### src/rtl/nested_update_bank_if.sv
// nested_update_bank_if: control/data bundle for nested_update_bank.
//   master : drives en, load_dflt, cond1, cond2, data_in; observes outputs
//   slave  : the bank; drives data_out (CHANNELS*WIDTH), locked, streak
// STREAK_W must equal $clog2(LOCK_CYCLES+1) (minimum 1) of the attached bank.
interface nested_update_bank_if #(
  parameter int unsigned WIDTH    = 8,
  parameter int unsigned CHANNELS = 2,
  parameter int unsigned STREAK_W = 3
);
  logic                         en;
  logic                         load_dflt;
  logic                         cond1;
  logic                         cond2;
  logic [WIDTH-1:0]             data_in;
  logic [CHANNELS*WIDTH-1:0]    data_out;
  logic                         locked;
  logic [STREAK_W-1:0]          streak;

  modport master (
    output en, load_dflt, cond1, cond2, data_in,
    input  data_out, locked, streak
  );

  modport slave (
    input  en, load_dflt, cond1, cond2, data_in,
    output data_out, locked, streak
  );
endinterface

### src/rtl/nested_update_bank.sv
// nested_update_bank: multi-channel register bank with nested-priority updates.
// Channel k (scale k+1) loads data_in +/- a scaled offset chosen by cond1/cond2;
// a run of LOCK_CYCLES consecutive top-priority updates freezes the bank (LOCK)
// until cond1 drops. load_dflt loads scaled defaults from any state.
// Ports:
//   clk      rising-edge clock
//   reset_n  synchronous active-low reset
//   bus      nested_update_bank_if.slave (en, load_dflt, cond1, cond2, data_in,
//            data_out, locked, streak); channel k at data_out[k*WIDTH +: WIDTH]
// Build option: define NESTED_SAT_EN for clamping arithmetic instead of wrap.
module nested_update_bank #(
  parameter int unsigned WIDTH       = 8,
  parameter int unsigned CHANNELS    = 2,
  parameter int unsigned OFF1        = 10,
  parameter int unsigned OFF2        = 100,
  parameter int unsigned DFLT        = 'h11,
  parameter int unsigned LOCK_CYCLES = 4
) (
  input  logic                 clk,
  input  logic                 reset_n,
  nested_update_bank_if.slave  bus
);

  localparam int unsigned SW = (LOCK_CYCLES > 0) ? $clog2(LOCK_CYCLES + 1) : 1;
  // Wide enough to hold any scaled offset plus data without overflow.
  localparam int unsigned OW = WIDTH + $clog2(CHANNELS) + 8;
  localparam logic [WIDTH-1:0] MAXV   = {WIDTH{1'b1}};
  localparam logic [SW-1:0]    LOCK_N = SW'(LOCK_CYCLES);

  typedef enum logic {RUN = 1'b0, LOCK = 1'b1} state_t;

  state_t                          state_q, state_d;
  logic [SW-1:0]                   streak_q, streak_d;
  logic [CHANNELS-1:0][WIDTH-1:0]  regs_q, regs_d;
  logic [CHANNELS-1:0][WIDTH-1:0]  val_a2, val_a1, val_a0, val_df;

  function automatic logic [WIDTH-1:0] add_off(input logic [WIDTH-1:0] d,
                                               input logic [OW-1:0] a);
    logic [OW-1:0] s;
    s = OW'(d) + a;
`ifdef NESTED_SAT_EN
    return (s > OW'(MAXV)) ? MAXV : WIDTH'(s);
`else
    return WIDTH'(s);
`endif
  endfunction

  function automatic logic [WIDTH-1:0] sub_off(input logic [WIDTH-1:0] d,
                                               input logic [OW-1:0] a);
    logic [OW-1:0] s;
    s = OW'(d) - a;
`ifdef NESTED_SAT_EN
    return (a > OW'(d)) ? '0 : WIDTH'(s);
`else
    return WIDTH'(s);
`endif
  endfunction

  // Per-channel candidate values for each update branch.
  for (genvar k = 0; k < CHANNELS; k++) begin : g_ch
    localparam logic [OW-1:0] A1 = OW'(OFF1 * (k + 1));
    localparam logic [OW-1:0] A2 = OW'(OFF2 * (k + 1));
    assign val_a2[k] = add_off(bus.data_in, A2);
    assign val_a1[k] = add_off(bus.data_in, A1);
    assign val_a0[k] = sub_off(bus.data_in, A1);
    // Defaults always wrap, even with clamping arithmetic enabled.
    assign val_df[k] = WIDTH'(DFLT * (k + 1));
  end

  // Next-state / next-value decode in priority order.
  always_comb begin
    state_d  = state_q;
    streak_d = streak_q;
    regs_d   = regs_q;
    if (bus.load_dflt) begin
      regs_d   = val_df;
      streak_d = '0;
      state_d  = RUN;
    end else if (state_q == LOCK) begin
      if (!bus.cond1) begin
        state_d  = RUN;
        streak_d = '0;
      end
    end else if (bus.en) begin
      if (bus.cond1 && bus.cond2) begin
        regs_d   = val_a2;
        streak_d = (streak_q >= LOCK_N) ? streak_q : streak_q + SW'(1);
        if ((LOCK_CYCLES != 0) && (streak_d == LOCK_N)) begin
          state_d = LOCK;
        end
      end else if (bus.cond1) begin
        regs_d   = val_a1;
        streak_d = '0;
      end else begin
        regs_d   = val_a0;
        streak_d = '0;
      end
    end
  end

  // State and register bank.
  always_ff @(posedge clk) begin
    if (!reset_n) begin
      state_q  <= RUN;
      streak_q <= '0;
      regs_q   <= '0;
    end else begin
      state_q  <= state_d;
      streak_q <= streak_d;
      regs_q   <= regs_d;
    end
  end

  assign bus.data_out = regs_q;
  assign bus.locked   = (state_q == LOCK);
  assign bus.streak   = streak_q;

endmodule

### src/flat_wrapper.sv
// flat-port wrapper written by rule: the top's interface ports become plain ports
module nested_update_bank_flat 
#(
  parameter int unsigned WIDTH       = 8,
  parameter int unsigned CHANNELS    = 2,
  parameter int unsigned OFF1        = 10,
  parameter int unsigned OFF2        = 100,
  parameter int unsigned DFLT        = 'h11,
  parameter int unsigned LOCK_CYCLES = 4
)
  (clk, reset_n, bus_en, bus_load_dflt, bus_cond1, bus_cond2, bus_data_in, bus_data_out, bus_locked, bus_streak);
  nested_update_bank_if #(.WIDTH(WIDTH), .CHANNELS(CHANNELS), .STREAK_W(3)) bus_i ();
  input  logic clk;
  input  logic reset_n;
  input wire logic [$bits(bus_i.en)-1:0] bus_en;
  input wire logic [$bits(bus_i.load_dflt)-1:0] bus_load_dflt;
  input wire logic [$bits(bus_i.cond1)-1:0] bus_cond1;
  input wire logic [$bits(bus_i.cond2)-1:0] bus_cond2;
  input wire logic [$bits(bus_i.data_in)-1:0] bus_data_in;
  output wire logic [$bits(bus_i.data_out)-1:0] bus_data_out;
  output wire logic [$bits(bus_i.locked)-1:0] bus_locked;
  output wire logic [$bits(bus_i.streak)-1:0] bus_streak;
  assign bus_i.en = bus_en;
  assign bus_i.load_dflt = bus_load_dflt;
  assign bus_i.cond1 = bus_cond1;
  assign bus_i.cond2 = bus_cond2;
  assign bus_i.data_in = bus_data_in;
  assign bus_data_out = bus_i.data_out;
  assign bus_locked = bus_i.locked;
  assign bus_streak = bus_i.streak;
  nested_update_bank #(.WIDTH(WIDTH), .CHANNELS(CHANNELS), .OFF1(OFF1), .OFF2(OFF2), .DFLT(DFLT), .LOCK_CYCLES(LOCK_CYCLES)) u_core (.clk(clk), .reset_n(reset_n), .bus(bus_i));
endmodule
### config.mk
export PLATFORM = sky130hd
export DESIGN_NAME = nested_update_bank_flat
export DESIGN_NICKNAME = d
export VERILOG_FILES = /design/src/rtl/nested_update_bank_if.sv /design/src/rtl/nested_update_bank.sv /design/src/flat_wrapper.sv
export SDC_FILE = /design/constraint.sdc
export NUM_CORES = 1
export LEC_CHECK = 0
export ABC_AREA = 1
export CORE_MARGIN = 2
export CORE_UTILIZATION = 40
export DETAILED_ROUTE_END_ITERATION = 6
export MAX_ROUTING_LAYER = met4
export PLACE_DENSITY = 0.66
export SYNTH_ARGS = -nofsm -noshare
export SYNTH_HDL_FRONTEND = slang
export SYNTH_SLANG_ARGS = --single-unit
### constraint.sdc
create_clock -name clk -period 2.49 [get_ports clk]
set_input_delay 0.498 -clock clk [delete_from_list [all_inputs] [get_ports clk]]
set_output_delay 0.498 -clock clk [all_outputs]
set_load 0.1 [all_outputs]
### Yosys cells after proc, flatten, opt, wreduce, memory -nomap -nowiden

Index checks and enable logic that the tools add are counted.

| operators by class | value |
|---|---|
| add/sub/neg operators | 7 |
| $lt $le $gt $ge | 1 |
| equal/unequal tests | 3 |
| multiplexer cells | 15 |
| bitwise gates (word level) | 2 |
| reduce and logical (&&, ||, !) cells | 7 |

Operators by type and width:

| kind | count |
|---|---|
| 14-bit 2-to-1 mux | 3 |
| 16-bit 2-to-1 mux | 2 |
| 3-bit 2-to-1 mux | 5 |
| 8-bit by 4-bit adder with 8-bit output, second input constant | 1 |
| 8-bit by 5-bit adder with 8-bit output, second input constant | 1 |
| 8-bit by 7-bit adder with 8-bit output, second input constant | 1 |
| 8-bit adder, second input constant | 1 |
| 8-bit by 4-bit subtractor with 8-bit output, second input constant | 1 |
| 8-bit by 5-bit subtractor with 8-bit output, second input constant | 1 |
| 2-bit AND reduction | 3 |
| 1-bit 2-to-1 mux | 5 |
| 2-bit != test, second input constant | 2 |
| 2-bit nonzero test | 2 |
| 3-bit by 1-bit adder with 3-bit output, second input constant | 1 |
| 3-bit == test, second input constant | 1 |
| 3-bit greater-or-equal comparator, second input constant | 1 |
| 1-bit NOT | 2 |
| 2-bit OR reduction | 1 |
| 1-bit logical AND | 1 |

| storage, ports and cells | value |
|---|---|
| bits in registers | 20 |
| input port bits | 14 |
| output and inout bits | 20 |
| word-level logic and storage cells | 41 |

### Depth between registers and ports, before layout

| depth | value |
|---|---|
| depth in word-level cells | 7 |
| depth in mapped cells | 11 |
| mapped depth without buffers | 11 |

### Worst setup path after synthesis

Ideal clock, no wire load.

| timing path | value |
|---|---|
| path type | flip-flop to flip-flop |
| start point | register u_core.streak_q[1], in the netlist u_core.bus.streak[1] |
| end point | register u_core.state_q, in the netlist u_core.bus.locked |
| data arrival time | 1.789 ns |
| required time | 2.368 ns |
| path slack | 0.580 ns |
| stages on the path, launching flop included | 8 |
| buffers on the path | 0 |
| cell sequence | dfxtp_1 -> inv_1 -> ha_1 -> nor2_1 -> a21oi_1 -> nor2_1 -> nand2_1 -> a21oi_2 |

| between the ends | value |
|---|---|
| longest elaborated chain between the ends | 7 |
| elaborated cells between the ends (all ways) | 8 |

RTL lines:

| element | RTL line | source |
|---|---|---|
| start: declaration | nested_update_bank.sv:33 | `logic [SW-1:0] streak_q, streak_d;` |
| start signal: assignment | nested_update_bank.sv:109 | `streak_q <= streak_d;` |
| 3-bit by 1-bit adder with 3-bit output or 3-bit greater-or-equal comparator (tied branches) | nested_update_bank.sv:87 | `streak_d = (streak_q >= LOCK_N) ? streak_q : streak_q + SW'(1);` |
| 3-bit 2-to-1 mux (*) | nested_update_bank.sv:87 |  |
| 3-bit == test (*) | nested_update_bank.sv:88 | `if ((LOCK_CYCLES != 0) && (streak_d == LOCK_N)) begin` |
| 1-bit 2-to-1 mux (*) | nested_update_bank.sv:88 |  |
| 1-bit 2-to-1 mux (*) | nested_update_bank.sv:85 | `if (bus.cond1 && bus.cond2) begin` |
| 1-bit 2-to-1 mux (*) | nested_update_bank.sv:84 | `end else if (bus.en) begin` |
| 1-bit 2-to-1 mux (*) | nested_update_bank.sv:79 | `end else if (state_q == LOCK) begin` |
| end signal: assignment | nested_update_bank.sv:108 | `state_q <= state_d;` |
| end: declaration | nested_update_bank.sv:32 | `state_t state_q, state_d;` |

Every way passes the cells marked *; elsewhere a longest branch is shown, timed or not.
A chain may end at the register's enable or synchronous reset.

### Final worst setup path

| timing path | value |
|---|---|
| start point | input port bus_data_in[2] |
| end point | register u_core.regs_q, in the netlist u_core.bus.data_out[14] |

| between the ends | value |
|---|---|
| longest elaborated chain between the ends | 3 |
| elaborated cells between the ends (all ways) | 5 |

RTL lines:

| element | RTL line | source |
|---|---|---|
| start: declaration | flat_wrapper.sv:19 | `input wire logic [$bits(bus_i.data_in)-1:0] bus_data_in;` |
| 8-bit by 5-bit subtractor with 8-bit output or 8-bit by 5-bit adder with 8-bit output (tied branches) | nested_update_bank.sv:51, nested_update_bank.sv:40 |  |
| 16-bit 2-to-1 mux | nested_update_bank.sv:91 | `end else if (bus.cond1) begin` |
| 16-bit 2-to-1 mux (*) | nested_update_bank.sv:85 |  |
| end signal: assignment | nested_update_bank.sv:110 | `regs_q <= regs_d;` |
| end: declaration | nested_update_bank.sv:34 | `logic [CHANNELS-1:0][WIDTH-1:0] regs_q, regs_d;` |

Marks and branches as above.

==> results.sh <==
export IMPL_gr_usage_all_layers_pct=18.2
export IMPL_cts_inserted_buffers=3
export IMPL_start_kind="input port"
export IMPL_core_mm2=0.00342
export IMPL_die_area_mm2=0.00414
export IMPL_maxCapViolCount=0
export IMPL_synth_cell_types=28
export IMPL_rr_endpoint="u_core.bus.locked"
export IMPL_ant_nets=0
export IMPL_slew_headroom_pct=77.4
export IMPL_postPlaceCellArea_mm2=0.00179
export IMPL_num_rows=21
export IMPL_cpPeakStageDelay_ns=0.61
export IMPL_dieWidth_um=64.3
export IMPL_period_minus_slack_ns=2.06
export IMPL_power_density_mw_per_mm2=479
export IMPL_clock_sinks=20
export IMPL_cp_data_required_time_ns=2.69
export IMPL_synth_top_family_by_area="simple AND/OR/NAND/NOR gates"
export IMPL_synth_fa_ha_area_share_pct=12.2
export IMPL_synth_compound_area_share_pct=18.9
export IMPL_layout_nets=277
export IMPL_hold_depth=2
export IMPL_cts_max_level=1
export IMPL_max_freq_mhz=484
export IMPL_cts_buffer_depth=2
export IMPL_dp_final_hpwl_um=2770
export IMPL_reg2regPathDepth=7
export IMPL_synthSimpleGateAreaFrac_pct=26.5
export IMPL_endpoint_kind="flop"
export IMPL_diodes=0
export IMPL_finalCritPeriodShare_pct=82.9
export IMPL_hold_start="u_core.bus.data_out[0]"
export IMPL_hold_violations=0
export IMPL_hold_buffers=0
export IMPL_io_pin_count=34
export IMPL_synth_edf_count=0
export IMPL_fillers=367
export IMPL_tritoncts="done"
export IMPL_synth_nets=239
export IMPL_hold_class="flop to flop"
export IMPL_synth_commonest_cells="nand2_1 (52), inv_1 (29), a21oi_1 (24)"
export IMPL_ff2ff_setup_slack_ns=1.23
export IMPL_fin_setup_tns_ns=0
export IMPL_syn_inst=212
export IMPL_min_to="u_core.bus.data_out[0]"
export IMPL_synth_xor_area_share_pct=3.61
export IMPL_crit_buf_inv=3
export IMPL_final_area_mm2=0.00182
export IMPL_syn_cell_area_mm2=0.00146
export IMPL_wl_um=3450
export IMPL_fin_skew_ns=0.00321
export IMPL_ys_flop_type="dfxtp_1"
export IMPL_dieHeight_um=64.3
export IMPL_path_class="input port to flop"
export IMPL_cts_resized=0
export IMPL_drive_gt1_share_pct=16.1
export IMPL_ys_warn_count=0
export IMPL_netlist_area_leader_share_pct=27.5
export IMPL_drt_iter0_drc=58
export IMPL_avgSynthCellArea_um2=6.86
export IMPL_setup_violations=0
export IMPL_io_buffers=33
export IMPL_status="completed"
export IMPL_regArea_um2=400
export IMPL_critPathSlowestCell="clkdlybuf4s50_1"
export IMPL_muxShareOfSynthArea_pct=0
export IMPL_ys_seq_area_share_pct=27.5
export IMPL_firstDrtPassIters=4
export IMPL_yosys_top_cells_area="dfxtp_1 (28%), nand2_1 (13%), ha_1 (9.5%), a21oi_1 (8.3%), inv_1 (7.5%)"
export IMPL_wl_per_cell_um=11.7
export IMPL_synth_most_common_cell="nand2_1"
export IMPL_grt_pass1_wl_um=5890
export IMPL_reg2reg_from="u_core.bus.streak[0]"
export IMPL_grt_ovfl_total=0
export IMPL_tightestPinTransition_ns=0.336
export IMPL_insertion_delay_ns=0.30
export IMPL_post_route_drc_count=0
export IMPL_gp_congestion=0.847
export IMPL_grt_pass1_vias=1294
export IMPL_worstPathCellList="clkdlybuf4s50_1 > inv_1 > fa_1 > o21ai_0 > a21oi_1 > inv_1 > nand2_1 > nand3_1 > a21oi_1"
export IMPL_crit_cells=9
export IMPL_syn2layout_area_growth_pct=25.2
export IMPL_post_cts_buffers=0
export IMPL_vias=1440
export IMPL_vdd_ir_drop_worst_mv=0.317
export IMPL_path_clk_slew_ns=0.11
export IMPL_rsz0062_at_grt="false"
export IMPL_cp_max_fo=6
export IMPL_p_leak_nw=0.910
export IMPL_synth_largest_area_cell="dfxtp_1"
export IMPL_critical_path_top_delay_family="buffers and inverters"
export IMPL_avgViaCountPerCell=4.88
export IMPL_grt_max_degree=14
export IMPL_cts_root_buf="clkbuf_4"
export IMPL_multiInputGateArea_um2=891
export IMPL_slew_viol_final=0
export IMPL_initial_core_util_pct=42.6
export IMPL_antenna_found_initial=0
export IMPL_synth_seq_cells=20
export IMPL_async_flop_share_pct=0
export IMPL_worst_ep_arrival_time_ns=2.27
==> power by group <==
group          internal (W)  leakage (nW)  switching [W]
Combinational      0.000103         0.725       0.000240
Sequential         0.000335         0.164     0.00000748
Clock             0.0000892        0.0210      0.0000978
Total              0.000527         0.910       0.000345
==> registers in the layout, indices dropped and copies added (netlist names) <==
| signal | flops |
|---|---|
| u_core.bus.streak | 3 |
| u_core.bus.locked | 1 |
| u_core.bus.data_out | 16 |
==> logic make-up after synthesis <==
| logic type | count (synthesis) |
|---|---|
| xor gates and xnor gates | 6 |
| buffers and inverters | 37 |
| DFF | 20 |
| adders and majority gates | 13 |
| AOI/OAI and AO/OA | 48 |
| and+or+nand+nor | 88 |
==> routing by layer <==
layer	vias to the layer above	global-route usage [%]	share of wire, %
met5	-	-	0
met4	0	2.39	0.41
met3	2	3.35	5.2
met2	39	29.0	45
met1	633	24.8	50
li1	766	-	-
==> cell type report <==
cell class                 instances  area share [%]
clock buffer                       4            1.99
inverter                          34            7.35
multi-input combinational        155            48.9
sequential                        20            22.0
tap                               46            3.16
timing repair buffer              36            16.6
==> worst min-delay path: stages, from the launching register on <==
cell	delay, ns
dfxtp_1	0.33
nand2_1	0.06
a21oi_1	0.05
==> worst max-delay path by stage <==
stage	slack, ns	endpoint	start
final	0.43	u_core.bus.data_out[14]	bus_data_in[2]
after global routing	0.34	u_core.bus.data_out[14]	bus_data_in[2]
after CTS	0.44	u_core.bus.data_out[14]	bus_data_in[2]
after detailed placement	0.11	u_core.bus.data_out[14]	bus_data_in[2]
after global placement	0.14	u_core.bus.data_out[14]	bus_data_in[2]
after floorplan	0.58	u_core.bus.locked	u_core.bus.streak[1]
==> through the flow <==
stage	setup WS (ns)	hold WS [ns]	power, W	utilization, %	std cells
floorplan	0.580	0.596	0.000603	-	212
global placement	0.141	0.453	0.000692	52.3	291
detailed placement	0.112	0.458	0.000693	52.3	291
CTS	0.438	0.476	0.000879	53.3	295
global route	0.342	0.495	0.000929	53.3	295
finish	0.425	0.472	0.000872	53.3	295
==> cells in the final DEF (no fill, tap or decap), types with 2 or more instances in the layout <==
cell             count
a21oi_1             24
nand2_1             52
inv_2                2
o211ai_1             3
nand3_1             18
nand4_1              2
o21ai_0             14
fa_1                 2
xnor2_1              3
xor2_1               3
nand2_2              2
clkbuf_4             3
nor2_4               2
clkdlybuf4s50_1     13
a211oi_2             2
ha_1                11
nor2_1              11
inv_1               29
buf_4               23
dfxtp_1             20
(Power assumes the default switching activity.)
